<file path="src/rtl/ttt_move_engine.sv">
// ttt_move_engine: sequential CPU move selector for an N x N tic-tac-toe board.
//   easy   : first empty cell from index 0
//   medium : take a winning cell if one exists, else first empty cell
//            circularly from an LFSR-chosen start cell
//   hard   : win, else block, else centre (odd N), else first empty from 0
// Ports:
//   clock, reset_n       system clock (rising edge), async active-low reset
//   start                request a move (accepted in IDLE only)
//   difficulty[1:0]      0 easy, 1 medium, 2/3 hard (sampled at accept)
//   board[2*CELLS-1:0]   cell i at [2i+1:2i]: 0 player, 1 CPU, 2 empty, 3 blocked
//   busy                 request in progress (through the done cycle)
//   done                 one-cycle result strobe
//   no_move              with done: no empty cell on the board
//   move_idx/row/col     chosen cell, held until the next done
module ttt_move_engine #(
  parameter int          N     = 3,
  parameter logic [15:0] SEED  = 16'hACE1,
  localparam int         CELLS = N*N,
  localparam int         IW    = $clog2(CELLS),
  localparam int         RW    = $clog2(N)
) (
  input  logic                 clock,
  input  logic                 reset_n,
  input  logic                 start,
  input  logic [1:0]           difficulty,
  input  logic [2*CELLS-1:0]   board,
  output logic                 busy,
  output logic                 done,
  output logic                 no_move,
  output logic [IW-1:0]        move_idx,
  output logic [RW-1:0]        move_row,
  output logic [RW-1:0]        move_col
);

  localparam int NLINES = 2*N + 2;
  localparam int LW     = $clog2(NLINES);
  localparam int CTR    = (N/2)*N + N/2;

  localparam logic [1:0] C_PLY = 2'd0;
  localparam logic [1:0] C_CPU = 2'd1;
  localparam logic [1:0] C_EMP = 2'd2;

  typedef enum logic [2:0] {S_IDLE, S_LINES, S_DECIDE, S_SCAN, S_DONE} state_t;
  state_t state, state_n;

  logic [CELLS-1:0][1:0] brd;
  logic                  hard;
  logic [15:0]           lfsr;
  logic [IW-1:0]         s_ptr, s_start;
  logic [LW-1:0]         line_ptr;
  logic [IW-1:0]         scan_ptr, scan_cnt;
  logic                  blk_vld;
  logic [IW-1:0]         blk_idx;

  // cell indices of the line currently under examination
  logic [IW-1:0] lc [N];
  logic [3:0]    n_cpu, n_ply, n_emp;
  logic [IW-1:0] emp_idx;
  logic          win, blk;

  logic          fin, fin_none;
  logic [IW-1:0] fin_idx;

  assign busy = (state != S_IDLE);
  assign done = (state == S_DONE);

  // LFSR low bits folded into [0, CELLS); 2^IW < 2*CELLS so one subtract is enough
  always_comb begin
    if (int'(lfsr[IW-1:0]) >= CELLS) s_start = IW'(int'(lfsr[IW-1:0]) - CELLS);
    else                             s_start = lfsr[IW-1:0];
  end

  // line order: rows, columns, main diagonal, anti-diagonal
  always_comb begin
    for (int p = 0; p < N; p++) begin
      if (int'(line_ptr) < N)        lc[p] = IW'(int'(line_ptr)*N + p);
      else if (int'(line_ptr) < 2*N) lc[p] = IW'(p*N + int'(line_ptr) - N);
      else if (int'(line_ptr) == 2*N) lc[p] = IW'(p*N + p);
      else                            lc[p] = IW'(p*N + N - 1 - p);
    end
  end

  // descending walk so the surviving emp_idx is the lowest-position empty cell
  always_comb begin
    n_cpu   = '0;
    n_ply   = '0;
    n_emp   = '0;
    emp_idx = '0;
    for (int p = N-1; p >= 0; p--) begin
      case (brd[lc[p]])
        C_PLY:   n_ply = n_ply + 4'd1;
        C_CPU:   n_cpu = n_cpu + 4'd1;
        C_EMP: begin
          n_emp   = n_emp + 4'd1;
          emp_idx = lc[p];
        end
        default: ;
      endcase
    end
  end

  assign win = (n_cpu == 4'(N-1)) && (n_emp == 4'd1);
  assign blk = (n_ply == 4'(N-1)) && (n_emp == 4'd1);

  always_ff @(posedge clock or negedge reset_n) begin
    if (!reset_n) state <= S_IDLE;
    else          state <= state_n;
  end

  always_comb begin
    state_n  = state;
    fin      = 1'b0;
    fin_none = 1'b0;
    fin_idx  = '0;
    case (state)
      S_IDLE:
        if (start) state_n = (difficulty == 2'd0) ? S_SCAN : S_LINES;
      S_LINES:
        if (win) begin
          fin     = 1'b1;
          fin_idx = emp_idx;
        end else if (line_ptr == LW'(NLINES-1)) begin
          state_n = S_DECIDE;
        end
      S_DECIDE:
        if (hard && blk_vld) begin
          fin     = 1'b1;
          fin_idx = blk_idx;
        end else if (hard && (N % 2 == 1) && brd[CTR] == C_EMP) begin
          fin     = 1'b1;
          fin_idx = IW'(CTR);
        end else begin
          state_n = S_SCAN;
        end
      S_SCAN:
        if (brd[scan_ptr] == C_EMP) begin
          fin     = 1'b1;
          fin_idx = scan_ptr;
        end else if (scan_cnt == IW'(CELLS-1)) begin
          fin      = 1'b1;
          fin_none = 1'b1;
        end
      S_DONE:  state_n = S_IDLE;
      default: state_n = S_IDLE;
    endcase
    if (fin) state_n = S_DONE;
  end

  always_ff @(posedge clock or negedge reset_n) begin
    if (!reset_n) begin
      lfsr     <= SEED;
      brd      <= '0;
      hard     <= 1'b0;
      s_ptr    <= '0;
      line_ptr <= '0;
      scan_ptr <= '0;
      scan_cnt <= '0;
      blk_vld  <= 1'b0;
      blk_idx  <= '0;
      no_move  <= 1'b0;
      move_idx <= '0;
      move_row <= '0;
      move_col <= '0;
    end else begin
      // Galois, x^16+x^14+x^13+x^11+1, free-running
      lfsr <= {1'b0, lfsr[15:1]} ^ (lfsr[0] ? 16'hB400 : 16'h0000);

      case (state)
        S_IDLE:
          if (start) begin
            brd      <= board;
            hard     <= difficulty[1];
            s_ptr    <= s_start;
            line_ptr <= '0;
            scan_ptr <= '0;
            scan_cnt <= '0;
            blk_vld  <= 1'b0;
            blk_idx  <= '0;
          end
        S_LINES: begin
          line_ptr <= line_ptr + 1'b1;
          if (hard && blk && !blk_vld) begin
            blk_vld <= 1'b1;
            blk_idx <= emp_idx;
          end
        end
        S_DECIDE: begin
          scan_ptr <= hard ? '0 : s_ptr;
          scan_cnt <= '0;
        end
        S_SCAN: begin
          scan_ptr <= (scan_ptr == IW'(CELLS-1)) ? '0 : scan_ptr + 1'b1;
          scan_cnt <= scan_cnt + 1'b1;
        end
        default: ;
      endcase

      if (fin) begin
        move_idx <= fin_idx;
        move_row <= RW'(int'(fin_idx) / N);
        move_col <= RW'(int'(fin_idx) % N);
        no_move  <= fin_none;
      end
    end
  end

endmodule

</file>
<file path="config.mk">
export PLATFORM = sky130hd
export DESIGN_NAME = ttt_move_engine
export DESIGN_NICKNAME = d
export VERILOG_FILES = /design/src/rtl/ttt_move_engine.sv
export SDC_FILE = /design/constraint.sdc
export NUM_CORES = 1
export LEC_CHECK = 0
export ABC_AREA = 1
export CAP_MARGIN = 0
export CORE_ASPECT_RATIO = 0.6
export CORE_MARGIN = 1.5
export CORE_UTILIZATION = 50
export CTS_CLUSTER_SIZE = 20
export DETAILED_ROUTE_END_ITERATION = 6
export PLACE_DENSITY = 0.67
export SYNTH_ARGS = -nofsm -noshare
export SYNTH_HDL_FRONTEND = slang
export SYNTH_SLANG_ARGS = --single-unit
</file>
<file path="constraint.sdc">
create_clock -name clock -period 5.3 [get_ports clock]
set_input_delay 0.53 -clock clock [delete_from_list [all_inputs] [get_ports clock]]
set_output_delay 0.53 -clock clock [all_outputs]
set_load 0.02 [all_outputs]
</file>
Word level (Yosys, flattened, before mapping). Cells that the tools add are included.

Flip-flop bits (word level): 67. Input port bits: 23.

Add/sub/neg operators: 17. Multipliers: 1. Divide/modulo/power cells: 2. Magnitude comparators: 7. Equality and inequality tests: 27. Muxes and demuxes: 63. Bitwise operators: 1. Reduce and logical (&&, ||, !) cells: 20.

Operators with widths (count): $mux W4 (24); $pmux W4 S3 (3); $add A4 B1 Y4 const B (8); $bmux W2 S4 (4); $div A5 B3 Y32 const B (1); $mod A5 B3 Y32 const B (1); $mux W3 (8); $lt A4 B5 Y1 const B (4); $mux W16 (1); $xor A15 B16 Y16 (1); $ne A3 B3 Y1 const B (5); $mux W1 (12); $mux W2 (6); $pmux W3 S4 (1); $eq A2 B2 Y1 const B (5); $eq A3 B2 Y1 const B (3); $add A4 B2 Y4 const B (2); $eq A4 B2 Y1 const B (2); $eq A4 B4 Y1 const B (2); $logic_not A2 Y1 (4); $pmux W4 S2 (1); $sub A4 B2 Y4 const B (2); $eq A2 B1 Y1 const B (3); $eq A3 B3 Y1 const B (2); 23 further kinds (33).

Logic depth before layout (Yosys ltp).
Depth in word-level cells: 18. Gate-level depth with buffers: 41. Depth with buffers taken out: 41.

Least setup slack after synthesis. No wires, ideal clock.

Path kind: register to register. From: register line_ptr[0]. To: register move_col[0]. Setup time: 0.123 ns. Data arrival time: 4.494 ns. Required time: 5.177 ns. Setup slack: 0.683 ns. Stages on the path, launching flop included: 39. Buffers on the path: 1. Period minus slack after synthesis: 4.617 ns. Path through: dfrtp_1 > buf_4 > inv_1 > ha_1 > ha_1 > or2_2 > nand2_1 > nor2b_1 > nor2_1 > nand2_1 > inv_1 > nand2_1 > nand2_1 > inv_1 > nor2_1 > inv_1 > ha_1 > nor3_1 > [3 not listed] > nand2_4 > o21bai_4 > nor2_4 > ha_1 > ha_1 > a21oi_4 > nand2_1 > nand2_1 > nand2_1 > inv_1 > ha_1 > inv_1 > nand2_1 > inv_2 > nand2_2 > nand2_2 > nand2_1 > o21ai_1.

Cells in the longest elaborated chain, start to end: 17. Elaborated cells on any way between the ends: 52. Classes of those cells: add/sub: 11; mul: 1; div: 1; order compare: 2; eq/ne: 9; mux: 27; reduce/logical: 1.

RTL lines: start: declaration (line 50) `logic [LW-1:0] line_ptr;`; start signal: assignment (line 181) `line_ptr <= line_ptr + 1'b1;`; branches (longest 17 deep; another with $mul A3 B2 Y4); end signal: assignment (line 201) `move_col <= RW'(int'(fin_idx) % N);`; end: declaration (line 32) `output logic [RW-1:0] move_col`.

Parallel ways; which one is timed is not known. The select of a mux whose other input is x is not followed. A chain may end at the register's enable or synchronous reset.

Final worst setup path.
From: register line_ptr[2]. To: register move_col[0].

The elaborated chain is that of the path after synthesis.

==> results.md <==
- Run status: completed
- Final net count: 757
- Die Y: 77.6 um
- Initial antenna violation count: 0
- Cell taking the most area after synthesis: dfrtp_1
- Synth Register Bits: 67
- Maxcap violations: 0
- Post-DP HPWL: 9830 um
- H-tree levels: 3
- Layout area overhead: 19.9%
- Detailed-route wire length per cell: 16.2 um
- First-pass GRT wire length: 21600 um
- Average cell area after synthesis: 7.07 um^2
- Placed Area: 0.00510 mm^2
- Dominant cells by area after synthesis: dfrtp_1, nand2_1, nand3_1, ha_1, inv_1
- Grt total ovfl: 0
- Main flop type after synthesis: dfrtp_1
- Final Critical Period: 4.92 ns
- Mapped cell area: 0.00463 mm^2
- CTS tree: done
- Post-Layout Inst Area: 0.00555 mm^2
- Clock latency on the worst-skew pair: 0.34 ns
- HP Class: register to register
- Worst slew pin tran: 0.873 ns
- F_max: 203 MHz
- Share of cells above drive strength 1: 14.4%
- Layout Skew: 0.00832 ns
- Clk buf depth: 2
- Setup slack, reg-to-reg: 0.38 ns
- Port Buf Inserts: 33
- Final WL: 13400 um
- Area of the die: 0.00987 mm^2
- Crit path DAT: 5.14 ns
- Share of the synthesized area in the top cell type: 31.9%
- Most numerous cell on the critical path: nand2_1
- Synth warn: 0
- Clock tree sinks: 67
- Final ANT Viol Nets: 0
- Final setup fails: 0
- Die width: 127 um
- Row count: 26
- Critical Path Max Stage Delay: 0.47 ns
- EDFF count, synth: 0
- Worst-path clk slew: 0.06 ns
- Async SR Flop Fraction: 100%
- Mean number of vias per cell: 5.59
- Setup crit start kind: register
- Root Driver: clkbuf_16
- Critical Path RT: 5.52 ns
- Hold Buf Count CTS: 0
- CP Class: register to register
- Most common library cells after synthesis: nand2_1, nand3_1, inv_1, dfrtp_1, nor2_1
- Synth Instances: 655
- Final setup margin: 0.383 ns
- CP max stage cell: dfrtp_2
- Initial DRC count: 721
- Critical path fanouts, max: 6
- Worst setup EP type: register
- Fillers: 794
- Hold Worst Slack: 0.349 ns
- Most common cell in the synthesized netlist: nand2_1
- ANT cells: 0
- Area of the multi-input gates: 0.00264 mm^2
- Vias in the first global route: 4296
- Worst Hold Path Cells: 0
- Final Cycle Share: 92.8%
- Syn nets: 703
- Dpl ws: 0.120 ns
- Hold Fails Final Rpt: 0
- Largest net degree at the start of global routing: 68
- Global Route Usage Sum: 28.5%
- Max-slew violation count: 0
- I/O Pins: 34
- Cts bufs inserted: 9
- Yosys cell types: 38
- Post-synthesis sequential area ratio: 36.4%
- Initial Util: 52.9%
- FF+latch area: 0.00169 mm^2
- Core box area: 0.00875 mm^2
- Drt first pass iters: 5
- DRC: 0
- Max_slew headroom: 41.8%
- GP Congestion: 0.970
- Worst R2R Path Depth: 39
- Via count: 4620
[state kept, by name, indices dropped and copies added, names as in the netlist, 4 cells and up]
register / cells
s_ptr: 4
scan_cnt: 4
blk_idx: 4
scan_ptr: 4
lfsr: 16
move_idx: 4
brd: 18
[cell type report]
| class | instances | area share, % |
|---|---|---|
| multi-input cells | 500 | 47.6 |
| flip-flops and latches | 67 | 30.4 |
| repair buffers | 55 | 8.83 |
| inverters | 76 | 5.14 |
| clock buffers | 11 | 4.37 |
| well taps | 112 | 2.52 |
| clock inverters | 5 | 1.13 |
[layer usage]
| metal | track usage, % | part of all wire (%) |
|---|---|---|
| met1 | 43.5 | 49 |
| met2 | 39.3 | 40 |
| met3 | 7.38 | 10 |
| met4 | 7.73 | 1.1 |
| met5 | 0 | 0 |
[cells in the final DEF, fill, tap and decap left out, drive strengths merged, types with 2 or more instances in the layout]
master / instances
dfrtp: 59
nor2: 49
nand4: 10
clkinvlp: 2
o22ai: 3
clkdlybuf4s50: 32
dfstp: 8
clkbuf: 11
nand2: 229
a21oi: 16
xor2: 5
o21ai: 38
nand3: 94
a31oi: 3
nor3: 9
inv: 77
o21bai: 2
ha: 25
buf: 23
o221ai: 2
or2: 5
o211ai: 5
[timing repair]
| action | 4_1_cts | 5_1_grt |
|---|---|---|
| resized for setup | 0 | 11 |
| setup buffers | 0 | 15 |
| setup endpoints to repair | 0 | 3 |
| hold endpoints to repair | 0 | 0 |
[cells by family after synthesis]
family	after synthesis	synth area share, %
buffers and inverters	88	7.32
XOR/XNOR	5	0.945
AO/OA/AOI/OAI	72	9.64
AND/OR/NAND/NOR	398	38.9
flip-flops	67	36.4
adder cells (fa/ha/maj)	25	6.75
[critical path: cells and delay by family (launching register included)]
family / cells / cell delay, ns
simple gates: 22 / 2.23
compound gates: 3 / 0.40
flops: 1 / 0.47
buf+inv: 8 / 0.41
fa+ha+maj: 6 / 1.28
[path summary, 6_finish.rpt]
kind / start / to
setup / recovery: line_ptr[2] / move_col[0]
hold / removal: lfsr[8] / lfsr[7]
setup reg to reg: line_ptr[2] / move_col[0]
hold reg to reg: lfsr[8] / lfsr[7]
max in group asynchronous: reset_n / line_ptr[0]
min in group asynchronous: reset_n / line_ptr[2]
[metrics by stage]
stage                     setup TNS, ns  utilization (%)  instances
after floorplan                       0                -        655
after global placement                0             58.2        795
after detailed placement              0             58.2        795
after CTS                             0             61.7        811
after global routing            -0.0437             63.5        826
final                                 0             63.5        826
Power is not shown: default switching activity piles up to over one toggle a cycle in this logic, so the estimate is an artifact.
==> variant 1 (same flow settings) <==
Reset style: synchronous (`reset_n`), changed in 2 clocked blocks. Comments in the files are not updated.
--- a/src/rtl/ttt_move_engine.sv
+++ b/src/rtl/ttt_move_engine.sv
@@ -104,3 +104,3 @@
 
-  always_ff @(posedge clock or negedge reset_n) begin
+  always_ff @(posedge clock) begin
     if (!reset_n) state <= S_IDLE;
@@ -148,3 +148,3 @@
 
-  always_ff @(posedge clock or negedge reset_n) begin
+  always_ff @(posedge clock) begin
     if (!reset_n) begin
Check against the original RTL: differs if reset_n is asserted again (counterexample within 4 cycles, from zero or initial values and one cycle with reset_n low); with reset_n held inactive, the same outputs for 4 cycles.
==> variant 1 against the original RTL <==
  * Non-clock buffer count decreased by 18
  * Setup slack improved by 0.074 ns
  * Sequential cell count unchanged
  * Via count decreased by 4.0%
  * Count of clock-buffer cells in the layout decreased by 2
  * Sequential share of layout area decreased by 4.1 points
  * Synthesized area decreased by 6.5%
  * Design area decreased by 8.1%
  * Wire length decreased by 5.7%
  * Synthesized cell count increased by 1.4%
  * Critical endpoint is now move_col[1]$_SDFFE_PN0P_
  * Highest routed layer unchanged
==> variant 1: results (changes against the original RTL) <==
The critical path data arrival time was 5.08 ns (-0.06 ns). For the TritonCTS buffer count, the log shows 9 (unchanged). The tools report the number of fillers in the final layout as 824 (+3.8%). The run gives 0 (unchanged) as the count of buffers added by post-CTS timing repair for setup. The logs give 0 (unchanged) for the post-detailed-route count of antenna-violating nets and 0.1840 ns (+0.06391 ns) for the placement-stage worst setup slack. Delay contributed by the slowest stage of the critical path: 0.40 ns (-0.07 ns). The overall fraction of global-route tracks in use was 0.2898 (+0.005230).

The via total after detailed routing was 4,434 (-4.0%); the placer congestion estimate was 0.9427 (-2.8%). The cell with the biggest individual delay on the critical path was sky130_fd_sc_hd__dfxtp_2. The final non-filler cell total came out at 812 (-1.7%). The flow ran to the end, and the final reports show no timing, DRC or antenna violations. The synthesized net count came out at 712 (+1.3%). The cell count after synthesis came out at 664 (+1.4%). The run gives 743 (-1.8%) as the layout net count. The highest fanout seen on the critical path works out to 12 (+6). The buffer type at the clock tree root was sky130_fd_sc_hd__clkbuf_16.

The post-placement cell count is 796 (+0.13%), and the async set-reset flop share out of synthesis is 0 (-1.000). The run gives 0.2065 GHz (+1.5%) as the highest attainable clock frequency. In the post-synthesis netlist, the biggest area contributors are sky130_fd_sc_hd__dfxtp_1 31%, sky130_fd_sc_hd__nand2_1 13%, sky130_fd_sc_hd__nand3_1 11%. The commonest cells after synthesis are 145 x sky130_fd_sc_hd__nand2_1, 99 x sky130_fd_sc_hd__nand3_1, 80 x sky130_fd_sc_hd__inv_1, 67 x sky130_fd_sc_hd__dfxtp_1, 50 x sky130_fd_sc_hd__a21oi_1. The clock skew is 0.006326 ns (-0.001997 ns), and the count of synthesis-stage warnings from yosys is 0 (unchanged). The tightest slew margin relative to the limit was 0.4622 (+0.04414); the register-to-register setup slack was 0.46 ns (+0.07 ns). The detailed router's first-iteration violation count was 423 (-41%).

The final routed wire length divided by cell count is 15.53 um (-4.0%), and the fraction of final layout cells with drive strength greater than 1 is 0.1071 (-0.03711). The first-pass GRT wire length was 20,130 um (-6.8%); the worst slack on hold paths was 0.4100 ns (+0.06140 ns). The logs give 3,940 (-8.3%) for the via count of the first global-routing pass and 9662 um (-1.7%) for the HPWL reported at the end of detailed placement.

The count of input and output buffers was 33 (unchanged); the sequential element share of the synthesized area was 0.3098 (-0.05430). The leakage dissipation is 2.328 nW, and the maximum number of pins on one net before global-route repair is 44 (-35%).
## variant 1: changes by cell type after synthesis, moves of 4 or more
cell	unedited run	this run
sky130_fd_sc_hd__nand3_1	93	99
sky130_fd_sc_hd__inv_2	6	13
sky130_fd_sc_hd__dfxtp_1	0	67
sky130_fd_sc_hd__o21ai_0	35	48
sky130_fd_sc_hd__clkinv_1	0	4
sky130_fd_sc_hd__inv_1	70	80
sky130_fd_sc_hd__dfrtp_1	59	0
sky130_fd_sc_hd__a21oi_1	14	50
sky130_fd_sc_hd__nor2_1	39	44
sky130_fd_sc_hd__dfstp_2	8	0
sky130_fd_sc_hd__nand2_1	209	145
## variant 1: per-layer routing
layer | vias up | GRT usage | share of wire
li1 | 2234 | - | -
met1 | 1987 | 0.4367 | 0.50
met5 | - | 0 | 0
met2 | 200 | 0.3981 | 0.39
met3 | 13 | 0.08939 | 0.10
met4 | 0 | 0.06769 | 0.011
## variant 1: layout make-up
class	instances	area, um^2	area share
Clock buffer	9	225.2	0.04415
Sequential cell	67	1344	0.2634
Inverter	97	366.6	0.07187
Multi-Input combinational cell	483	2584	0.5065
Tap cell	112	140.1	0.02747
Clock inverter	7	81.33	0.01594
Timing Repair Buffer	37	360.3	0.07064
## variant 1: logic make-up after synthesis
family          Yosys count  share of synthesized area
fa+ha+maj                25                    0.07225
flops                    67                     0.3098
simple gates            339                     0.3616
compound gates          115                     0.1468
buf+inv                 114                     0.1014
xor+xnor                  4                   0.008094
## variant 1: metrics by stage
step,util,cell area [um^2]
after floorplan,-,4329
after global placement,0.5621,4755
after detailed placement,0.5621,4755
after CTS,0.5984,5061
after global routing,0.6031,5101
final,0.6031,5101
## variant 1: critical path, delay by kind of cell, from the launching register on
family,cells,cell delay [ns]
fa+ha+maj,6,1.17
flops,1,0.40
compound gates,2,0.38
simple gates,21,2.15
buf+inv,8,0.65
## variant 1: power by group through the flow
stage	clock network, mW	logic (mW)	registers [mW]
after detailed placement	0	1.23	0.658
after global placement	0	1.22	0.657
after global routing	0.657	1.43	0.661
after CTS	0.629	1.23	0.648
after floorplan	0	0.933	0.635
final	0.627	1.27	0.651
## variant 1: path summary, 6_finish.rpt
kind | start | end | cells past startpoint
hold / removal | lfsr[7]$_SDFF_PN1_ | lfsr[6]$_SDFF_PN1_ | 1
setup reg to reg | line_ptr[1]$_SDFFE_PN0P_ | move_col[1]$_SDFFE_PN0P_ | 37
setup / recovery | line_ptr[1]$_SDFFE_PN0P_ | move_col[1]$_SDFFE_PN0P_ | 37
hold reg to reg | lfsr[7]$_SDFF_PN1_ | lfsr[6]$_SDFF_PN1_ | 1
==> variant 2 (same flow settings) <==
Made on the original files. Change the parameter `N` from 3 to 5.
--- a/src/rtl/ttt_move_engine.sv
+++ b/src/rtl/ttt_move_engine.sv
@@ -15,3 +15,3 @@
 module ttt_move_engine #(
-  parameter int          N     = 3,
+  parameter int          N     = 5,
   parameter logic [15:0] SEED  = 16'hACE1,
Ports: changed (resized board, move_col, move_idx and move_row); port bits go from 34 to 69. No check against the original RTL was run, so the function may have changed too.
==> variant 2 against the original RTL <==
  * The run now ends with setup timing left
  * Non-clock buffer count up 278
  * Synthesized area up 96%
  * Sequential cell count up 40
  * Setup slack worse by 1.2 ns
  * Wire length rose to 2.8 times the old value
  * Global-route usage up 9.6 points
  * Design area up 140%
  * Largest cell class unchanged
Power is left out: the tool's default activity adds up to more than one toggle a clock period on the data nets, which glitch-free logic cannot reach.
==> variant 2: results (changes against the original RTL) <==
The flow ran to the end, but the final reports show violations. The final reports fail on setup timing. Final routed wire length divided by cell count: 19.35 um (+20%).

The critical path data arrival time is 6.39 ns (+1.25 ns), and the sequential element share of the synthesized area is 0.2966 (-0.06748). The post-layout worst setup margin was -0.8333 ns (-1.216 ns). The tools report the later-pin clock latency in the skew report as 0.39 ns (+0.05 ns).

The commonest cells after synthesis are 425 x sky130_fd_sc_hd__nand2_1, 216 x sky130_fd_sc_hd__nand3_1, 145 x sky130_fd_sc_hd__inv_1, 99 x sky130_fd_sc_hd__dfrtp_1, 83 x sky130_fd_sc_hd__o21ai_0. Number of fillers in the final layout: 1,257 (+58%). For the placer congestion estimate, the log shows 1.005 (+3.7%). For the synthesized net count, the log shows 1,461 (+110%). The fraction of final layout cells with drive strength greater than 1 is 0.3224 (+0.1781). The count of TritonRoute iterations in the first routing pass was 6 (+1); the count of different cell masters after synthesis was 61 (+61%). The measured slew at the worst slew-check pin was 0.9652 ns (+0.09223 ns); the count of input and output buffers was 68 (+110%).

The tightest min-delay check is of the in -> async type. The logs give -3.225 ns (-3.225 ns) for the setup TNS and 26,480 um (+170%) for the HPWL reported at the end of detailed placement. The run gives 1,667 (+130%) as the detailed router's first-iteration violation count.

The largest registers in the layout are brd: 50 flops, lfsr: 16 flops. The highest fanout seen on the critical path came out at 10 (+4). The startpoint identified for the worst register-to-register timing path is line_ptr[1]$_DFFE_PN0P_. The first-pass GRT wire length came out at 54,370 um (+150%).

The clock skew was 0.02184 ns (+0.01351 ns). The total of endpoints with negative setup slack in the final report is 5 (+5), and the path depth of the worst reg2reg path is 48 (+23%).
-- variant 2: cells by family (layout without fill, tap and decap cells) --
kind of cell	after synthesis	after routing	synth area share
muxes	1	1	0.001243
xor gates and xnor gates	15	15	0.01450
and+or+nand+nor	799	800	0.4041
adders and majority gates	37	37	0.05110
AOI/OAI and AO/OA	198	198	0.1308
DFF	107	107	0.2966
buffers and inverters	212	517	0.1016
-- variant 2: metrics by stage --
step | cells | setup WS, ns | instance area [um^2]
finish | 1909 | -0.8333 | 13300
global route | 1909 | -1.137 | 13300
CTS | 1870 | -0.5850 | 12410
detailed placement | 1818 | -0.7893 | 11480
global placement | 1818 | -0.6302 | 11480
floorplan | 1369 | -0.3644 | 9231
-- variant 2: routing by layer --
metal	vias to the layer above	share of wire	global-route usage
li1	5100	-	-
met1	5199	0.45	0.5895
met2	763	0.39	0.5123
met3	74	0.13	0.1130
met4	0	0.021	0.07385
met5	-	0	0
-- variant 2: worst min-delay path by stage --
stage	from	endpoint	slack (ns)	cells after the start
after CTS	reset_n	move_row[1]$_DFFE_PN0P_	0.32	1
after global routing	reset_n	move_row[1]$_DFFE_PN0P_	0.35	1
after detailed placement	lfsr[9]$_DFF_PN0_	lfsr[8]$_DFF_PN0_	0.34	0
after global placement	lfsr[12]$_DFF_PN0_	lfsr[11]$_DFF_PN1_	0.33	0
final	reset_n	move_row[1]$_DFFE_PN0P_	0.26	1
after floorplan	reset_n	blk_idx[0]$_DFFE_PN0P_	0.23	0
-- variant 2: worst max-delay path, delay by kind of cell, from the launching register on --
family | cells | cell delay [ns]
fa+ha+maj | 6 | 1.30
compound gates | 2 | 0.36
flops | 1 | 0.48
buf+inv | 11 | 1.05
simple gates | 28 | 2.64
xor+xnor | 1 | 0.15
-- variant 2: what timing repair did --
item                                    CTS  global route
gates cloned                              3             3
pin swaps                                35            58
gates resized for setup                  72           131
endpoints found under the setup margin    5            18
setup buffers                            33            37
-- variant 2: cell type report --
class / count / area share
Multi-Input combinational cell: 1051 / 0.4787
Timing Repair Buffer: 333 / 0.2251
Sequential cell: 107 / 0.2024
Inverter: 168 / 0.04950
Tap cell: 234 / 0.02202
Clock buffer: 10 / 0.01722
Clock inverter: 6 / 0.005081
